==> src/rtl/a2d_pkg.sv <==
// a2d_pkg: shared types and helpers for the A2D scan interface.
// Holds engine/control state encodings and the ADC command builder.
package a2d_pkg;

    localparam int CMD_W  = 16;
    localparam int CH_POS = 11;

    typedef enum logic [2:0] {
        XF_IDLE,
        XF_FRONT,
        XF_SHIFT,
        XF_BACK,
        XF_GAP
    } xf_state_t;

    typedef enum logic [2:0] {
        C_IDLE,
        C_SGL_A,
        C_SGL_B,
        C_SCAN,
        C_DRAIN
    } ctl_state_t;

    function automatic logic [CMD_W-1:0] build_cmd(input logic [2:0] ch);
        logic [CMD_W-1:0] c;
        c = '0;
        c[CH_POS +: 3] = ch;
        return c;
    endfunction

endpackage

==> src/rtl/a2d_spi_xfer.sv <==
// a2d_spi_xfer: one 16-bit SPI transaction per start pulse.
// SCLK idles high; MOSI moves on SCLK fall, MISO sampled on rise.
module a2d_spi_xfer
    import a2d_pkg::*;
#(
    parameter int SCLK_DIV = 32,
    parameter int FRAME_W  = CMD_W
) (
    input  logic               clk,
    input  logic               rst,
    input  logic               start,
    input  logic [CMD_W-1:0]   cmd,
    output logic               idle,
    output logic               done,
    output logic [FRAME_W-1:0] frame,
    output logic               SS_n,
    output logic               SCLK,
    output logic               MOSI,
    input  logic               MISO
);

    localparam int CNT_W = $clog2(SCLK_DIV);
    localparam logic [CNT_W-1:0] HALF_M1 = CNT_W'(SCLK_DIV / 2 - 1);
    localparam logic [CNT_W-1:0] FULL_M1 = CNT_W'(SCLK_DIV - 1);

    xf_state_t          state_q;
    xf_state_t          state_d;
    logic [CNT_W-1:0]   cnt_q;
    logic [3:0]         bit_q;
    logic [CMD_W-1:0]   tx_q;
    logic [FRAME_W-1:0] rx_q;
    logic               cnt_clr;
    logic               fall;
    logic               rise;
    logic               fin;

    assign idle = (state_q == XF_IDLE);

    // State register
    always_ff @(posedge clk) begin
        if (rst) state_q <= XF_IDLE;
        else     state_q <= state_d;
    end

    // Next state and SCLK edge strobes from the half-period counter
    always_comb begin
        state_d = state_q;
        cnt_clr = 1'b0;
        fall    = 1'b0;
        rise    = 1'b0;
        fin     = 1'b0;
        unique case (state_q)
            XF_IDLE: begin
                if (start) begin
                    state_d = XF_FRONT;
                    cnt_clr = 1'b1;
                end
            end
            XF_FRONT: begin
                if (cnt_q == HALF_M1) begin
                    state_d = XF_SHIFT;
                    fall    = 1'b1;
                    cnt_clr = 1'b1;
                end
            end
            XF_SHIFT: begin
                if (cnt_q == HALF_M1) begin
                    rise = 1'b1;
                    if (bit_q == 4'd15) begin
                        state_d = XF_BACK;
                        cnt_clr = 1'b1;
                    end
                end else if (cnt_q == FULL_M1) begin
                    fall    = 1'b1;
                    cnt_clr = 1'b1;
                end
            end
            XF_BACK: begin
                if (cnt_q == HALF_M1) begin
                    state_d = XF_GAP;
                    fin     = 1'b1;
                    cnt_clr = 1'b1;
                end
            end
            XF_GAP: begin
                if (cnt_q == HALF_M1) begin
                    state_d = XF_IDLE;
                    cnt_clr = 1'b1;
                end
            end
            default: state_d = XF_IDLE;
        endcase
    end

    // Counters, shift registers and SPI pins
    always_ff @(posedge clk) begin
        if (rst) begin
            cnt_q <= '0;
            bit_q <= '0;
            tx_q  <= '0;
            rx_q  <= '0;
            frame <= '0;
            done  <= 1'b0;
            SS_n  <= 1'b1;
            SCLK  <= 1'b1;
            MOSI  <= 1'b0;
        end else begin
            done <= fin;
            if (cnt_clr)
                cnt_q <= '0;
            else if (state_q != XF_IDLE)
                cnt_q <= cnt_q + CNT_W'(1);
            if (start && state_q == XF_IDLE) begin
                tx_q  <= cmd;
                bit_q <= '0;
                SS_n  <= 1'b0;
            end
            if (fall) begin
                SCLK <= 1'b0;
                MOSI <= tx_q[CMD_W-1];
                tx_q <= {tx_q[CMD_W-2:0], 1'b0};
            end
            if (rise) begin
                SCLK  <= 1'b1;
                rx_q  <= FRAME_W'({rx_q, MISO});
                bit_q <= bit_q + 4'd1;
            end
            if (fin) begin
                SS_n  <= 1'b1;
                MOSI  <= 1'b0;
                frame <= rx_q;
            end
        end
    end

endmodule

==> src/rtl/a2d_scan_intf.sv <==
// a2d_scan_intf: single-shot and round-robin scan control for an SPI ADC.
// Frames return the channel commanded one transaction earlier.
module a2d_scan_intf
    import a2d_pkg::*;
#(
    parameter int NUM_CH   = 8,
    parameter int RES_W    = 12,
    parameter int SCLK_DIV = 32,
    parameter int CH_W     = $clog2(NUM_CH)
) (
    input  logic              clk,
    input  logic              rst,
    input  logic              strt_cnv,
    input  logic [CH_W-1:0]   chnnl,
    input  logic              scan_en,
    input  logic [NUM_CH-1:0] scan_mask,
    input  logic [CH_W-1:0]   rd_ch,
    output logic [RES_W-1:0]  rd_res,
    output logic [RES_W-1:0]  res,
    output logic [CH_W-1:0]   res_ch,
    output logic              res_vld,
    output logic              cnv_cmplt,
    output logic              busy,
    output logic              SS_n,
    output logic              SCLK,
    output logic              MOSI,
    input  logic              MISO
);

    ctl_state_t       ctl_q;
    ctl_state_t       ctl_d;
    logic [CH_W-1:0]  cur_ch;
    logic [CH_W-1:0]  prev_ch;
    logic [CH_W-1:0]  nxt_q;
    logic [CH_W-1:0]  launch_ch;
    logic [CH_W-1:0]  after_ch;
    logic [CH_W-1:0]  first_ch;
    logic             have_prev;
    logic             go_q;
    logic             launch;
    logic             accept;
    logic             deliver;
    logic             xf_idle;
    logic             xf_done;
    logic [RES_W-1:0] xf_frame;
    logic [RES_W-1:0] bank [NUM_CH];

    // First set mask bit at or after 'from', wrapping
    function automatic logic [CH_W-1:0] pick_ch(
        input logic [NUM_CH-1:0] mask,
        input logic [CH_W-1:0]   from
    );
        logic [CH_W-1:0] sel;
        int              idx;
        sel = from;
        for (int i = NUM_CH - 1; i >= 0; i--) begin
            idx = int'(from) + i;
            if (idx >= NUM_CH) idx = idx - NUM_CH;
            if (mask[idx[CH_W-1:0]]) sel = idx[CH_W-1:0];
        end
        return sel;
    endfunction

    assign after_ch = (cur_ch == CH_W'(NUM_CH - 1)) ? '0 : cur_ch + CH_W'(1);
    assign first_ch = pick_ch(scan_mask, '0);
    assign busy     = (ctl_q != C_IDLE);
    assign rd_res   = bank[rd_ch];
    assign deliver  = xf_done && have_prev && (ctl_q != C_IDLE);

    a2d_spi_xfer #(
        .SCLK_DIV (SCLK_DIV),
        .FRAME_W  (RES_W)
    ) u_xfer (
        .clk   (clk),
        .rst   (rst),
        .start (launch),
        .cmd   (build_cmd(3'(launch_ch))),
        .idle  (xf_idle),
        .done  (xf_done),
        .frame (xf_frame),
        .SS_n  (SS_n),
        .SCLK  (SCLK),
        .MOSI  (MOSI),
        .MISO  (MISO)
    );

    // Mode state register
    always_ff @(posedge clk) begin
        if (rst) ctl_q <= C_IDLE;
        else     ctl_q <= ctl_d;
    end

    // Mode sequencing: launches happen only while the engine is idle
    always_comb begin
        ctl_d     = ctl_q;
        launch    = 1'b0;
        launch_ch = cur_ch;
        accept    = 1'b0;
        unique case (ctl_q)
            C_IDLE: begin
                if (scan_en) begin
                    if (|scan_mask) begin
                        launch    = 1'b1;
                        launch_ch = first_ch;
                        ctl_d     = C_SCAN;
                    end
                end else if (strt_cnv) begin
                    launch    = 1'b1;
                    launch_ch = chnnl;
                    accept    = 1'b1;
                    ctl_d     = C_SGL_A;
                end
            end
            C_SGL_A: begin
                if (xf_idle) begin
                    launch = 1'b1;
                    ctl_d  = C_SGL_B;
                end
            end
            C_SGL_B, C_DRAIN: begin
                if (xf_idle) ctl_d = C_IDLE;
            end
            C_SCAN: begin
                if (xf_idle) begin
                    launch = 1'b1;
                    if (go_q) launch_ch = nxt_q;
                    else      ctl_d     = C_DRAIN;
                end
            end
            default: ctl_d = C_IDLE;
        endcase
    end

    // Channel tracking, scan decision and result registers
    always_ff @(posedge clk) begin
        if (rst) begin
            cur_ch    <= '0;
            prev_ch   <= '0;
            nxt_q     <= '0;
            have_prev <= 1'b0;
            go_q      <= 1'b0;
            res       <= '0;
            res_ch    <= '0;
            res_vld   <= 1'b0;
            cnv_cmplt <= 1'b0;
        end else begin
            res_vld <= deliver;
            if (launch) begin
                prev_ch   <= cur_ch;
                cur_ch    <= launch_ch;
                have_prev <= (ctl_q != C_IDLE);
            end
            if (xf_done && ctl_q == C_SCAN) begin
                go_q  <= scan_en && (|scan_mask);
                nxt_q <= pick_ch(scan_mask, after_ch);
            end
            if (accept) cnv_cmplt <= 1'b0;
            if (deliver) begin
                res    <= xf_frame;
                res_ch <= prev_ch;
                if (ctl_q == C_SGL_B) cnv_cmplt <= 1'b1;
            end
        end
    end

    // Per-channel result bank
    always_ff @(posedge clk) begin
        if (rst) begin
            for (int i = 0; i < NUM_CH; i++) bank[i] <= '0;
        end else if (deliver) begin
            bank[prev_ch] <= xf_frame;
        end
    end

endmodule

==> config.mk <==
export PLATFORM = sky130hd
export DESIGN_NAME = a2d_scan_intf
export DESIGN_NICKNAME = d
export VERILOG_FILES = /design/src/rtl/a2d_pkg.sv /design/src/rtl/a2d_spi_xfer.sv /design/src/rtl/a2d_scan_intf.sv
export SDC_FILE = /design/constraint.sdc
export NUM_CORES = 1
export LEC_CHECK = 0
export BUFFER_PORTS_ARGS = -buffer_cell sky130_fd_sc_hd__buf_2
export CAP_MARGIN = 20
export CORE_ASPECT_RATIO = 0.8
export CORE_MARGIN = 5
export CORE_UTILIZATION = 50
export CTS_CLUSTER_SIZE = 20
export DETAILED_ROUTE_END_ITERATION = 8
export HOLD_SLACK_MARGIN = 0.02
export PLACE_DENSITY = 0.68
export SLEW_MARGIN = 20
export SYNTH_ARGS = -nofsm -noshare
export SYNTH_HDL_FRONTEND = slang
export SYNTH_SLANG_ARGS = --single-unit
==> constraint.sdc <==
create_clock -name clk -period 8.01 [get_ports clk]
set_input_delay 0.4005 -clock clk [delete_from_list [all_inputs] [get_ports clk]]
set_output_delay 0.4005 -clock clk [all_outputs]
set_load 0.005 [all_outputs]
=== Yosys cells after proc, flatten, opt, wreduce, memory -nomap -nowiden ===
Memory sizes are Yosys's and may differ from the RTL's.
Cells that the tools add are included.

* Word-level logic and storage cells: 210
* Bits in latches: 0
* Memories: 1
* Input port bits: 19
* Register bits after elaboration: 86
* Memory bits (writable): 96
* Bits in read-only memories: 0
* Output and inout bits: 33

* Equality and inequality tests: 24
* Muxes and demuxes: 110
* Reductions and logical operators: 21
* Multipliers: 0
* Bitwise logic cells: 0
* Add/sub/neg operators: 18
* Div/mod/pow operators: 0
* $lt $le $gt $ge: 16
* Shifts and indexed selects: 0

{| class="wikitable"
|+ Memories
! memory !! words !! width !! rd ports !! clocked after Yosys merged registers in !! wr ports !! RTL line !! source
|-
| bank || 8 || 12 || 1 || 0 || 8 || a2d_scan_intf.sv:46 || <nowiki>logic [RES_W-1:0] bank [NUM_CH];</nowiki>
|}

{| class="wikitable"
|+ Operators by type and width
! operator !! number
|-
| 3-bit 2-to-1 mux || 60
|-
| 3-bit by 4-bit less-than comparator with 1-bit output, second input constant || 8
|-
| 16-bit 2-to-1 mux || 2
|-
| 1-bit 2-to-1 mux || 31
|-
| 4-bit >= comparator, second input constant || 7
|-
| 1-bit binary-select mux with 3-bit select || 8
|-
| 3-bit by 1-bit subtractor with 3-bit output, second input constant || 8
|-
| 2-bit by 1-bit != test with 1-bit output, second input constant || 9
|-
| 3-bit by 3-bit adder with 4-bit output, second input constant || 4
|-
| 3-bit one-hot mux with 5 select lines || 1
|-
| 3-bit by 2-bit == test with 1-bit output, second input constant || 4
|-
| 12-bit 2-to-1 mux || 1
|-
| 3-bit one-hot mux with 4 select lines || 1
|-
| 6-bit AND reduction || 2
|-
| 12-bit OR reduction || 1
|-
| 2-bit OR reduction || 5
|-
| 3-bit == test, second input constant || 3
|-
| 3-bit by 2-bit adder with 4-bit output, second input constant || 2
|-
| 4-bit 2-to-1 mux || 2
|-
| 8-bit OR reduction || 1
|-
| 3-bit by 1-bit == test with 1-bit output, second input constant || 2
|-
| 3-bit zero test || 2
|-
| 3-bit != test, second input constant || 2
|-
| 3-bit one-hot mux with 2 select lines || 1
|-
| 15 further kinds || 22
|}

=== Longest topological paths before layout ===
Gate-level depths: netlist (run 1).

* Word-level depth: 17
* Gate-level depth with buffers: 11
* Mapped depth without buffers: 9

=== Hierarchy ===
From an unflattened synthesis (run 1), not the netlist that was laid out.

* Cells, all modules: 817
* Area total of the unflattened synthesis: 8,802.2 um^2

{| class="wikitable"
|+ Modules (own cells, without submodules)
! module !! cells each !! area each (um^2) !! instances !! sequential area each (um^2)
|-
| a2d_scan_intf || 533 || 6,468.7 || 1 || 3,503.4
|-
| a2d_spi_xfer || 284 || 2,333.5 || 1 || 1,121.1
|}

=== Least setup slack after synthesis (run 1) ===
No wires, ideal clock.

* Path kind: register -> register
* Start point: register cur_ch[0]
* End point: register nxt_q[1]
* Buffers on the path: 1
* Cell stages (with the launch flop): 11
* Setup slack: 5,331 ps
* Setup time: 65 ps
* Data required time: 7,945 ps
* Arrival: 2,614 ps
* Clock period less this slack: 2,679 ps
* Cells stage by stage: dfxtp_1 ha_1 ha_1 buf_4 xor2_2 mux4_2 a21oi_2 a21oi_1 o21a_1 o31a_1 nor2_1

* Word-level cells in the longest chain between the ends: 17
* Elaborated cells between the ends (all ways): 74
* Classes of those cells: add/sub (16); order compare (8); eq/ne (1); mux (49)

{| class="wikitable"
|+ RTL lines
! item !! RTL line !! source
|-
| from (decl) || a2d_scan_intf.sv:32 || <nowiki>logic [CH_W-1:0] cur_ch;</nowiki>
|-
| from (signal assigned) || a2d_scan_intf.sv:150 || <nowiki>cur_ch <= launch_ch;</nowiki>
|-
| 3-bit by 1-bit adder with 3-bit output or 3-bit == test (tied branches) || a2d_scan_intf.sv:64 || <nowiki>assign after_ch = (cur_ch == CH_W'(NUM_CH - 1)) ? '0 : cur_ch + CH_W'(1);</nowiki>
|-
| 3-bit 2-to-1 mux (*) || a2d_scan_intf.sv:64 ||
|-
| 3-bit by 3-bit adder with 4-bit output || a2d_scan_intf.sv:57 || <nowiki>idx = int'(from) + i;</nowiki>
|-
| 4-bit >= comparator or 3-bit by 1-bit subtractor with 3-bit output (tied branches) || a2d_scan_intf.sv:58 || <nowiki>if (idx >= NUM_CH) idx = idx - NUM_CH;</nowiki>
|-
| 3-bit 2-to-1 mux || a2d_scan_intf.sv:58 ||
|-
| 3-bit 2-to-1 mux || a2d_scan_intf.sv:153 || <nowiki>if (xf_done && ctl_q == C_SCAN) begin</nowiki>
|-
| 3-bit 2-to-1 mux || a2d_scan_intf.sv:136 || <nowiki>if (rst) begin</nowiki>
|-
| 1-bit binary-select mux with 3-bit select || a2d_scan_intf.sv:59 || <nowiki>if (mask[idx[CH_W-1:0]]) sel = idx[CH_W-1:0];</nowiki>
|-
| 1-bit 2-to-1 mux (implied by the code) || a2d_scan_intf.sv:59 ||
|-
| 3-bit 2-to-1 mux (7 in series) || a2d_scan_intf.sv:59 ||
|-
| 3-bit 2-to-1 mux (*) || a2d_scan_intf.sv:59 ||
|-
| to (signal assigned) || a2d_scan_intf.sv:155 || <nowiki>nxt_q <= pick_ch(scan_mask, after_ch);</nowiki>
|-
| to (decl) || a2d_scan_intf.sv:34 || <nowiki>logic [CH_W-1:0] nxt_q;</nowiki>
|}

Mark *: on every way between the ends. The rest lies on a longest branch, timed or not. The select of a mux whose other input is x is not followed.
A chain may end at the register's enable or synchronous reset.

=== Worst setup path after layout (run 1) ===
Ends and elaborated chain as after synthesis.

==> run metrics, run 1 <==
status finished, final reports clean; DR iter-0 viols around 440; Initial Utilization 50.93%; vias in the first global route between 5000 and 6000; Required @ worst endpoint 8.36 ns; worst min-delay path class in2reg; Post-CTS Setup Bufs 0; Synth Net Count 796; Routed Antenna Nets 0; Comb power frac between 10% and 20%; part of the Yosys area used for sequential elements a little over half; clk_lat worst skew ~0.42 ns; total track usage about a fifth; cts repair resizes 0; NetSw around 550 uW; number of synthesized flops with an enable pin 96; Die Area roughly 0.020 sq mm; crit path cell chain inv_1 -> ha_1 -> mux2_2 -> mux4_2 -> a21oi_2 -> a21oi_1 -> o21a_1 -> o31a_1 -> nor2_1; xor/xnor share of the synthesized area less than 1%; first-pass GRT wire length just over 30000 um; final hold vios 0; RR Endpoint nxt_q[1]; arrival time worst endpoint roughly 3.6 ns; DRT Wirelength ~19000 um; Clk pwr share about 39%; Synth Area in Compound Gates roughly 9.9%; initial antenna violation count 0; Max Cap Viol 0; gr ovfl total 0; area delta synth->final 11.13%; hpwl dp 13010 um; H-tree levels 4; P per Cell Area 228.6 mW/mm^2; maximum clock frequency 308.5 MHz; CTS tree yes; # rows 42; Slew Viols, Final 0; Placer Congestion about 0.9; simple-gate share of the synthesized area between 10% and 20%; mux cell area share after synthesis 13.45%; Die Y roughly 130 um; Max Fanout on Critical Path 19; Remaining DRCs 0; WS Path Type reg2reg; core area ~0.017 sq mm; synth warn 0; vias post-DR 5844; mapped cell area around 0.0084 sq mm; Setup TNS 0 ns; drt first pass iters 5; # clock sinks roughly 170; Post-Synth Adder-Cell Area approximately 1.2%; ys async rst share 0%; endpoint class of the critical path flip-flop; share of cells above drive strength 1 between 10% and 20%; Synth cell types between 60 and 70; routed length per instance between 15 and 20 um; CTS buffer count 17; Min Hold Slack around 0.22 ns; min-delay src MISO; largest net degree at the start of global routing 85; Switching Share between 20% and 30%; RSZ-0062 raised after global routing no; IO Pins 52; critical path buffer and inverter count 1; Peak VDD IR between 150 and 200 uV; Reg clk slew, reported paths around 0.060 ns; minimum clock period after layout about 3.2 ns; Slew headroom ~41%; hold path cells 3; # setup viols final 0; crit share post-route between 40% and 50%; clock skew around 0.0072 ns; Synth Area per Inst approximately 11 sq um; largest family of logic cells by synthesized area simple AND/OR/NAND/NOR gates; hold buffers post-CTS 0; hold endpoint u_xfer.rx_q[0]; Via density roughly 5.7; final layout net count roughly 800; internal power ~1.6 mW; commonest register cell after synthesis edfxtp_1; R2R cell count 9; max incr delay on CP roughly 0.87 ns; #FFs+latches synth 172; clock buffer depth 2; Gate Count Post-Synth 769; P_leak approximately 3.4 nW; CP delay by family, top multiplexers; port bufs a little over 50; CTS Root Cell clkbuf_16; critical path launch point type flip-flop; fill cell count between 1000 and 1500; flop2flop setup slack 4.77 ns; antenna cells 0; reg2reg start cur_ch[0]; Worst Tran Pin Value 0.8795 ns; CP max-delay cell ha_1; Die Width around 160 um; Flop pwr share 46.2%
-- Yosys cell counts (all sizes together), types with 4 or more instances --
master	n	share of area [%]
nand2	101	4.5
and2	96	7.1
edfxtp	96	34
a21oi	78	4.8
dfxtp	76	18
nor2	51	2.4
clkbuf	39	2.0
mux4	30	8.1
mux2i	21	2.6
o21ai	21	1.3
mux2	20	2.8
nor3	15	0.95
nand3	14	0.83
buf	13	1.2
or2	10	0.74
ha	8	1.2
inv	8	0.36
nand3b	5	0.45
xor2	5	0.61
a2111oi	4	0.64
a211oi	4	0.36
nand4	4	0.30
o211ai	4	0.36
-- per-stage QoR --
stage / utilization (%) / setup slack (ns) / total power, mW / cell area, sq um / cells
finish: 56.60 / 4.768 / 2.142 / 9369 / 1026
global route: 56.60 / 4.613 / 2.234 / 9369 / 1026
CTS: 56.54 / 4.552 / 2.155 / 9359 / 1026
detailed placement: 52.80 / 4.599 / 1.327 / 8740 / 994
global placement: 52.80 / 4.699 / 1.322 / 8740 / 994
floorplan: - / 5.331 / 1.261 / 8431 / 769
-- cell families after synthesis --
family	count (synthesis)
adder cells (fa/ha/maj)	8
AND/OR/NAND/NOR	316
flip-flops	172
XOR/XNOR	6
AO/OA/AOI/OAI	136
buffers and inverters	60
multiplexers	71
-- worst max path at each step --
stage | startpoint | to | slack [ns] | depth (start not counted)
2_1_floorplan | cur_ch[0] | nxt_q[1] | 5.33 | 10
3_3_place_gp | ctl_q[2] | bank[0][2] | 4.70 | 5
3_5_place_dp | ctl_q[2] | bank[0][2] | 4.60 | 5
4_1_cts | ctl_q[2] | bank[0][1] | 4.55 | 5
5_1_grt | cur_ch[0] | nxt_q[1] | 4.61 | 9
6_report | cur_ch[0] | nxt_q[1] | 4.77 | 9
-- layout make-up --
class / instances / area [sq um] / share of cell area (%)
Sequential cell: 172 / 4404 / 47.01
Multi-Input combinational cell: 537 / 3740 / 39.92
Clock buffer: 23 / 554.3 / 5.916
Timing Repair Buffer: 57 / 300.3 / 3.205
Tap cell: 220 / 275.3 / 2.938
Clock inverter: 9 / 65.06 / 0.6944
Inverter: 8 / 30.03 / 0.3205
-- sequential cells by signal, summed over array words and instances, names as in the netlist --
signal and cells:
cnv_cmplt 1, u_xfer.frame 12, u_xfer.tx_q 5, res_vld 1
res 12, have_prev 1, u_xfer.bit_q 4, go_q 1
u_xfer.state_q 3, u_xfer.MOSI 1, nxt_q 3, u_xfer.SCLK 1
prev_ch 3, res_ch 3, cur_ch 3, u_xfer.SS_n 1
u_xfer.done 1, u_xfer.cnt_q 5, ctl_q 3, u_xfer.rx_q 12
bank 96
-- worst min-delay path, stage by stage --
cell	delay, ns
buf_2	0.09
nand2_1	0.05
a21oi_1	0.05
-- power groups by stage --
stage	clock network [mW]	registers, mW	logic [mW]
global placement	0	1.01	0.317
detailed placement	0	1.01	0.319
global route	0.890	0.993	0.351
floorplan	0	0.994	0.266
CTS	0.845	0.989	0.321
finish	0.831	0.989	0.322
-- per-layer routing --
| metal | up-vias | global-route usage (%) | share of wire (%) |
|---|---|---|---|
| met5 | - | 0 | 0 |
| met4 | 0 | 3.809 | 0.60 |
| met3 | 11 | 5.796 | 6.2 |
| met2 | 154 | 29.64 | 46 |
| met1 | 2863 | 28.53 | 48 |
| li1 | 2816 | - | - |
-- cell usage in the layout, fill, tap and decap left out, types with 3 or more instances in the layout --
| master | n |
|---|---|
| a2111oi_0 | 3 |
| a211oi_1 | 4 |
| a21oi_1 | 75 |
| a21oi_2 | 3 |
| and2_1 | 96 |
| and3_1 | 3 |
| buf_2 | 51 |
| buf_4 | 6 |
| clkbuf_16 | 22 |
| dfxtp_1 | 76 |
| edfxtp_1 | 96 |
| ha_1 | 8 |
| inv_1 | 9 |
| mux2_2 | 16 |
| mux2_4 | 3 |
| mux2i_1 | 19 |
| mux4_2 | 29 |
| nand2_1 | 101 |
| nand2b_1 | 3 |
| nand3_1 | 14 |
| nand3b_1 | 5 |
| nand4_1 | 4 |
| nor2_1 | 49 |
| nor2b_1 | 3 |
| nor3_1 | 12 |
| nor3_2 | 3 |
| o211ai_1 | 4 |
| o21a_1 | 3 |
| o21ai_0 | 16 |
| o21ai_1 | 4 |
| o221ai_1 | 3 |
| or2_2 | 9 |
| or3_1 | 3 |
| xor2_1 | 4 |
No activity file was read; power rests on OpenSTA's default activity.
==> inputs of run 2 (changes only) <==
ABC_AREA = 1   (was not set)
PLACE_DENSITY = 0.7   (was 0.68)
clock period = 2.8 ns   (was 8.01 ns; I/O delays follow)
==> run 2 against run 1 <==
Non-clock buffer count rose by 10. Critical path depth rose by 7. Worst setup slack got worse by 4.4 ns. Clock power increased to 2.8 times the previous value. Largest power group unchanged.
==> run metrics, run 2 <==
status finished, final reports clean; total track usage 20.89% (+1.3 points); Required @ worst endpoint 3.12 ns (-5.24 ns); Reg clk slew, reported paths 0.07 ns (about the same); Setup TNS 0 ns (unchanged); part of the Yosys area used for sequential elements 55.86% (+3.6 points); Synth Area per Inst 8.579 sq um (-22%); Max Cap Viol 0 (unchanged); gr ovfl total 0 (unchanged); Placer Congestion 0.8631 (-4.1%); share of cells above drive strength 1 13.83% (-5.9 points); area delta synth->final 13.43%; footprint of the multi-input gates 0.002992 sq mm (-20%); Die Y 122.3 um (-3.0%); critical path buffer and inverter count 1 (unchanged); minimum clock period after layout 2.407 ns (-0.8347 ns); reg2reg start cur_ch[0]; final std cells w/o fill 1191 (+16%); RR Endpoint nxt_q[0]; Worst path depth 16 (+7); endpoint class of the critical path flip-flop; clock skew 0.008447 ns (+0.001255 ns); Remaining DRCs 0 (unchanged); H-tree levels 4 (unchanged); CTS tree yes; fill cell count 1386 (-0.36%); worst setup path end nxt_q[0]; most common cell after layout, fill and taps aside nor2_1; DP Worst Slack 0.3126 ns (-4.287 ns); Final Total Pwr 6.904 mW (+220%); CP max-delay cell ha_1; R2R cell count 16 (+7); register area 0.004404 sq mm (unchanged); max incr delay on CP 0.41 ns (-0.46 ns); Max Fanout on Critical Path 6 (-13); Synth Net Count 946 (+19%); number of synthesized flops with an enable pin 96 (unchanged); fraction of post-synthesis cell area in the top cell type by area 36.57% (+2.4 points); final hold vios 0 (unchanged); # clock sinks 172 (unchanged); top-count cell post-synth nor2_1; vias in the first global route 5967 (+3.3%); Die Width 150.4 um (-3.1%); maximum clock frequency 415.4 MHz (+35%); DR iter-0 viols 461 (+5.5%); DRT Wirelength 18580 um (-0.85%); post-layout util 57.15% (+0.55 points); Gate Count Post-Synth 919 (+20%); Commonest cells post-synth nor2_1, nand2_1, o21ai_0; clk_lat worst skew 0.42 ns (about the same); largest net degree at the start of global routing 52 (-39%); IO Pins 52 (unchanged); CTS Root Cell clkbuf_16; Initial Utilization 50.39% (-0.54 points); antenna cells 0 (unchanged); clock buffer depth 2 (unchanged); arrival time worst endpoint 2.73 ns (-0.86 ns); worst min-delay path class in2reg; P per Cell Area 772.1 mW/mm^2 (+240%); Die Area 0.01839 sq mm (-6.0%); CP delay by family, top simple AND/OR/NAND/NOR gates; Inst Count DP 1158 (+16%); max FFs per register 96 (unchanged); Final Instance Area 0.008942 sq mm (-4.6%); synth warn 0 (unchanged); routed length per instance 15.60 um (-15%); Min Hold Slack 0.05706 ns (-0.1607 ns); mapped cell area 0.007884 sq mm (-6.5%); Yosys top cell by area edfxtp_1; WS Path Type reg2reg; commonest cells after routing, fill and taps aside nor2_1, nand2_1, o21ai_0; ys async rst share 0% (unchanged); largest register by flop count bank; crit share post-route 85.97% (+45 points); Synth area leaders edfxtp_1, dfxtp_1, nor2_1, o21ai_0, nand2_1; initial antenna violation count 0 (unchanged); flop2flop setup slack 0.39 ns (-4.38 ns); Via density 5.304 (-6.9%); critical path launch point type flip-flop; port bufs 51 (unchanged); Worst Tran Pin Value 0.8006 ns (-0.07893 ns); first-pass GRT wire length 29910 um (-2.3%); Post-DP Area 0.008341 sq mm (-4.6%); vias post-DR 6317 (+8.1%); final layout net count 990 (+21%); # rows 41 (-2.4%); RSZ-0062 raised after global routing no; P_leak 3.540 nW (+3.9%); Peak VDD IR 454.2 uV (+180%); core area 0.01565 sq mm (-5.5%); hpwl dp 12340 um (-5.1%); Post-CTS Setup Bufs 0 (unchanged); Routed Antenna Nets 0 (unchanged); # setup viols final 0 (unchanged); crit path cell chain ha_1 -> ha_1 -> xor2_1 -> nand3_1 -> o21ai_1 -> nand2_1 -> nand2_1 -> nand2_1 -> nand2_1 -> nand2_1 -> nand2_1 -> nand2_1 -> nand2_1 -> nand3_1 -> nand2_1 -> inv_1; drt first pass iters 5 (unchanged); most common cell type on the critical path nand2_1; CTS buffer count 17 (unchanged); Synth cell types 42 (-39%); commonest register cell after synthesis edfxtp_1; Slew headroom 46.57% (+5.2 points); crit path from cur_ch[0]; Slew Viols, Final 0 (unchanged); #FFs+latches synth 172 (unchanged); fin worst setup slack 0.3929 ns (-4.375 ns)
==> run 2: logic make-up after synthesis <==
group	synth area share (%)
buf+inv	6.285
xor+xnor	0.5554
compound gates	14.90
fa+ha+maj	1.270
flops	55.86
simple gates	21.12
==> run 2: how the worst min path moves through the flow <==
stage,from,depth (start not counted),slack (ns),end
after global placement,MISO,3,0.42,u_xfer.rx_q[0]
after floorplan,scan_en,2,0.31,go_q
after detailed placement,u_xfer.SS_n,2,0.43,u_xfer.SS_n
final,scan_en,3,0.06,go_q
after global routing,scan_en,3,0.07,go_q
after CTS,scan_en,3,0.04,go_q
==> run 2: cell type report <==
class                   count  share of cell area [%]
flip-flops and latches    172                   49.25
multi-input cells         621                   33.45
clock buffers              18                   5.037
repair buffers             67                   4.226
inverters                  84                   3.526
well taps                 215                   3.008
clock inverters            14                   1.497
==> run 2: worst min-delay path, stage by stage <==
cell and delay [ns]:
buf_2 0.13, nand2_2 0.10, a21oi_1 0.07
==> run 2: power by group <==
| group | total, mW | switching, mW | internal (mW) |
|---|---|---|---|
| clock network | 2.31 | 1.02 | 1.30 |
| logic | 1.69 | 1.12 | 0.562 |
| registers | 2.90 | 0.104 | 2.80 |
| total | 6.90 | 2.25 | 4.66 |
==> run 2: timing repair <==
item                       4_1_cts  5_1_grt
setup endpoints to repair        0        2
hold buffers                     1        0
gates resized for setup          0        2
hold endpoints to repair         1        0
==> run 2: metal layers <==
| metal | wire [um] | up-vias | GRT usage [%] |
|---|---|---|---|
| li1 | - | 3170 | - |
| met1 | 8598 | 2937 | 29.65 |
| met2 | 8517 | 195 | 32.54 |
| met3 | 1259 | 15 | 4.836 |
| met4 | 199 | 0 | 5.371 |
| met5 | 0 | - | 0 |
==> inputs of run 3 (changes only) <==
CORE_MARGIN = 2   (was 5)
CTS_CLUSTER_SIZE = not set   (was 20)
clock period = 1.9 ns   (was 2.8 ns; I/O delays follow)
==> run 3 against run 2 <==
The run now ends with negative setup slack left. Die area is 8.7% lower. Global-route usage is 3.4 points higher. Sequential power is 47% higher. Hold slack worse by 0.036 ns.
==> run metrics, run 3 (synthesized netlist as in run 2, its figures left out) <==
status finished, violations left; violated checks negative setup slack; worst min-delay path class in2reg; crit path cell chain ha_4 -> ha_4 -> nor2_4 -> buf_6 -> nand2_2 -> nand2_4 -> nand2_2 -> nand2_2 -> nor2_1 -> nor2_1 -> nand2_1 -> nand2_1 -> nand2_1 -> nand2_1 -> nand2_1 -> nand2_1 -> nand2_1 -> nand2_1 -> nand2_1 -> a21oi_2; clock buffer depth 2 (unchanged); minimum clock period after layout 2.144 ns (-0.2628 ns); Final Total Pwr 11.06 mW (+60%); P per Cell Area 1150 mW/mm^2 (+49%); CP max-delay cell dfxtp_4; maximum clock frequency 466.4 MHz (+12%); Slew Viols, Final 0 (unchanged); final std cells w/o fill 1241 (+4.2%); hpwl dp 13210 um (+7.0%); gr ovfl total 0 (unchanged); Placer Congestion 0.8624 (about the same); Peak VDD IR 803.7 uV (+77%); min-delay src scan_en; first-pass GRT wire length 31050 um (+3.8%); crit share post-route 112.9% (+27 points); CTS Root Cell clkbuf_16; # clock sinks 172 (unchanged); Worst Tran Pin Value 0.4522 ns (-0.3484 ns); CTS tree yes; Via density 5.338 (+0.64%); H-tree levels 4 (unchanged); vias post-DR 6624 (+4.9%); routed length per instance 15.81 um (+1.4%); Die Y 116.3 um (-4.9%); Remaining DRCs 0 (unchanged); WS Path Type reg2reg; vias in the first global route 6126 (+2.7%); DR iter-0 viols 793 (+72%); DRT Wirelength 19620 um (+5.6%); Post-DP Area 0.008828 sq mm (+5.9%); IO Pins 52 (unchanged); area delta synth->final 21.96%; commonest cells after routing, fill and taps aside nor2_1, nand2_1, o21ai_0; Die Width 144.4 um (-4.0%); Routed Antenna Nets 0 (unchanged); max FFs per register 96 (unchanged); met1 GRT Util 34.49% (+4.8 points); R2R cell count 20 (+4); most common cell type on the critical path nand2_1; total track usage 24.25% (+3.4 points); drt first pass iters 5 (unchanged); port bufs 51 (unchanged); global-route met3 utilization 3.649% (-1.2 points); hold endpoint go_q; P_leak 3.848 nW (+8.7%); initial antenna violation count 0 (unchanged); critical path launch point type flip-flop; Required @ worst endpoint 2.27 ns (-0.85 ns); fill cell count 1350 (-2.6%); busiest grt layer met2; # setup viols final 3 (+3); RSZ-0062 raised after global routing yes; largest register by flop count bank; Die Area 0.01679 sq mm (-8.7%); Slew headroom 69.67% (+23 points); clock skew 0.01211 ns (+0.003665 ns); RR Endpoint nxt_q[2]; CTS buffer count 17 (unchanged); # rows 41 (unchanged); Max Fanout on Critical Path 7 (+1); core area 0.01560 sq mm (-0.33%); Inst Count DP 1204 (+4.0%); largest net degree at the start of global routing 49 (-5.8%); most common cell after layout, fill and taps aside nor2_1; final hold vios 0 (unchanged); Initial Utilization 50.55% (+0.17 points); Min Hold Slack 0.02129 ns (-0.03577 ns); hold path cells 3 (unchanged); arrival time worst endpoint 2.52 ns (-0.21 ns); Final Instance Area 0.009615 sq mm (+7.5%); Max Cap Viol 0 (unchanged); met2 usage 38.10% (+5.6 points); final layout net count 1040 (+5.1%); clk_lat worst skew 0.43 ns (about the same); reg2reg start cur_ch[0]; endpoint class of the critical path flip-flop; fin worst setup slack -0.2443 ns (-0.6372 ns); antenna cells 0 (unchanged); share of cells above drive strength 1 21.54% (+7.7 points); flop2flop setup slack -0.24 ns (-0.64 ns); max incr delay on CP 0.36 ns (-0.05 ns); Reg clk slew, reported paths 0.06 ns (about the same)
-- run 3: changes by cell type in the layout (fill, tap and decap cells not counted), sizes merged --
cell | before | now
buf | 66 | 115
clkbuf | 18 | 21
clkinvlp | 2 | 1
dlygate4sd3 | 1 | 2
inv | 78 | 76
-- run 3: metrics by stage --
stage | setup slack, ns | utilization (%) | TNS, ns
after floorplan | -0.06366 | - | -0.1112
after global placement | -0.2075 | 56.61 | -0.5111
after detailed placement | -0.2184 | 56.61 | -0.6056
after CTS | -0.1800 | 61.01 | -0.5326
after global routing | -0.4246 | 61.66 | -1.237
final | -0.2443 | 61.66 | -0.7254
-- run 3: area by class of cell --
cell class	count	area, sq um	area share (%)
Tap cell	215	269.0	2.798
Timing Repair Buffer	117	817.0	8.497
Inverter	84	316.6	3.292
Clock buffer	21	503.0	5.231
Multi-Input combinational cell	621	3201	33.29
Sequential cell	172	4409	45.86
Clock inverter	11	100.1	1.041
-- run 3: what timing repair did --
action                                  CTS  global route
cloned                                    0             0
endpoints found under the hold margin     2             0
buffers inserted                          1             2
hold buffers                              2             0
resized for setup                        11            25
pin swaps                                 2            13
endpoints found under the setup margin    6            62
-- run 3: layer usage --
layer  part of all wire (%)  vias to the layer above
li1                       -                     3276
met1                     44                     3069
met2                     46                      252
met3                    7.5                       27
met4                    2.0                        0
met5                      0                        -
-- run 3: worst max path at each step --
stage | startpoint | cells past startpoint | to | slack [ns]
6_report | cur_ch[0] | 20 | nxt_q[2] | -0.24
5_1_grt | cur_ch[0] | 15 | nxt_q[1] | -0.42
4_1_cts | cur_ch[0] | 19 | nxt_q[0] | -0.18
3_5_place_dp | cur_ch[0] | 20 | nxt_q[2] | -0.22
3_3_place_gp | cur_ch[0] | 20 | nxt_q[2] | -0.21
2_1_floorplan | cur_ch[0] | 19 | nxt_q[0] | -0.06
-- run 3: critical path, delay by kind of cell, from the launching register on --
kind                     cells  cell delay [ns]
AND/OR/NAND/NOR             16             1.13
flip-flops                   1             0.36
adder cells (fa/ha/maj)      2             0.33
buffers and inverters        1             0.14
AO/OA/AOI/OAI                1             0.12
-- run 3: power breakdown --
group	internal, mW	switching [mW]
clock	2.04	1.48
sequential	4.13	0.134
combinational	1.32	1.96
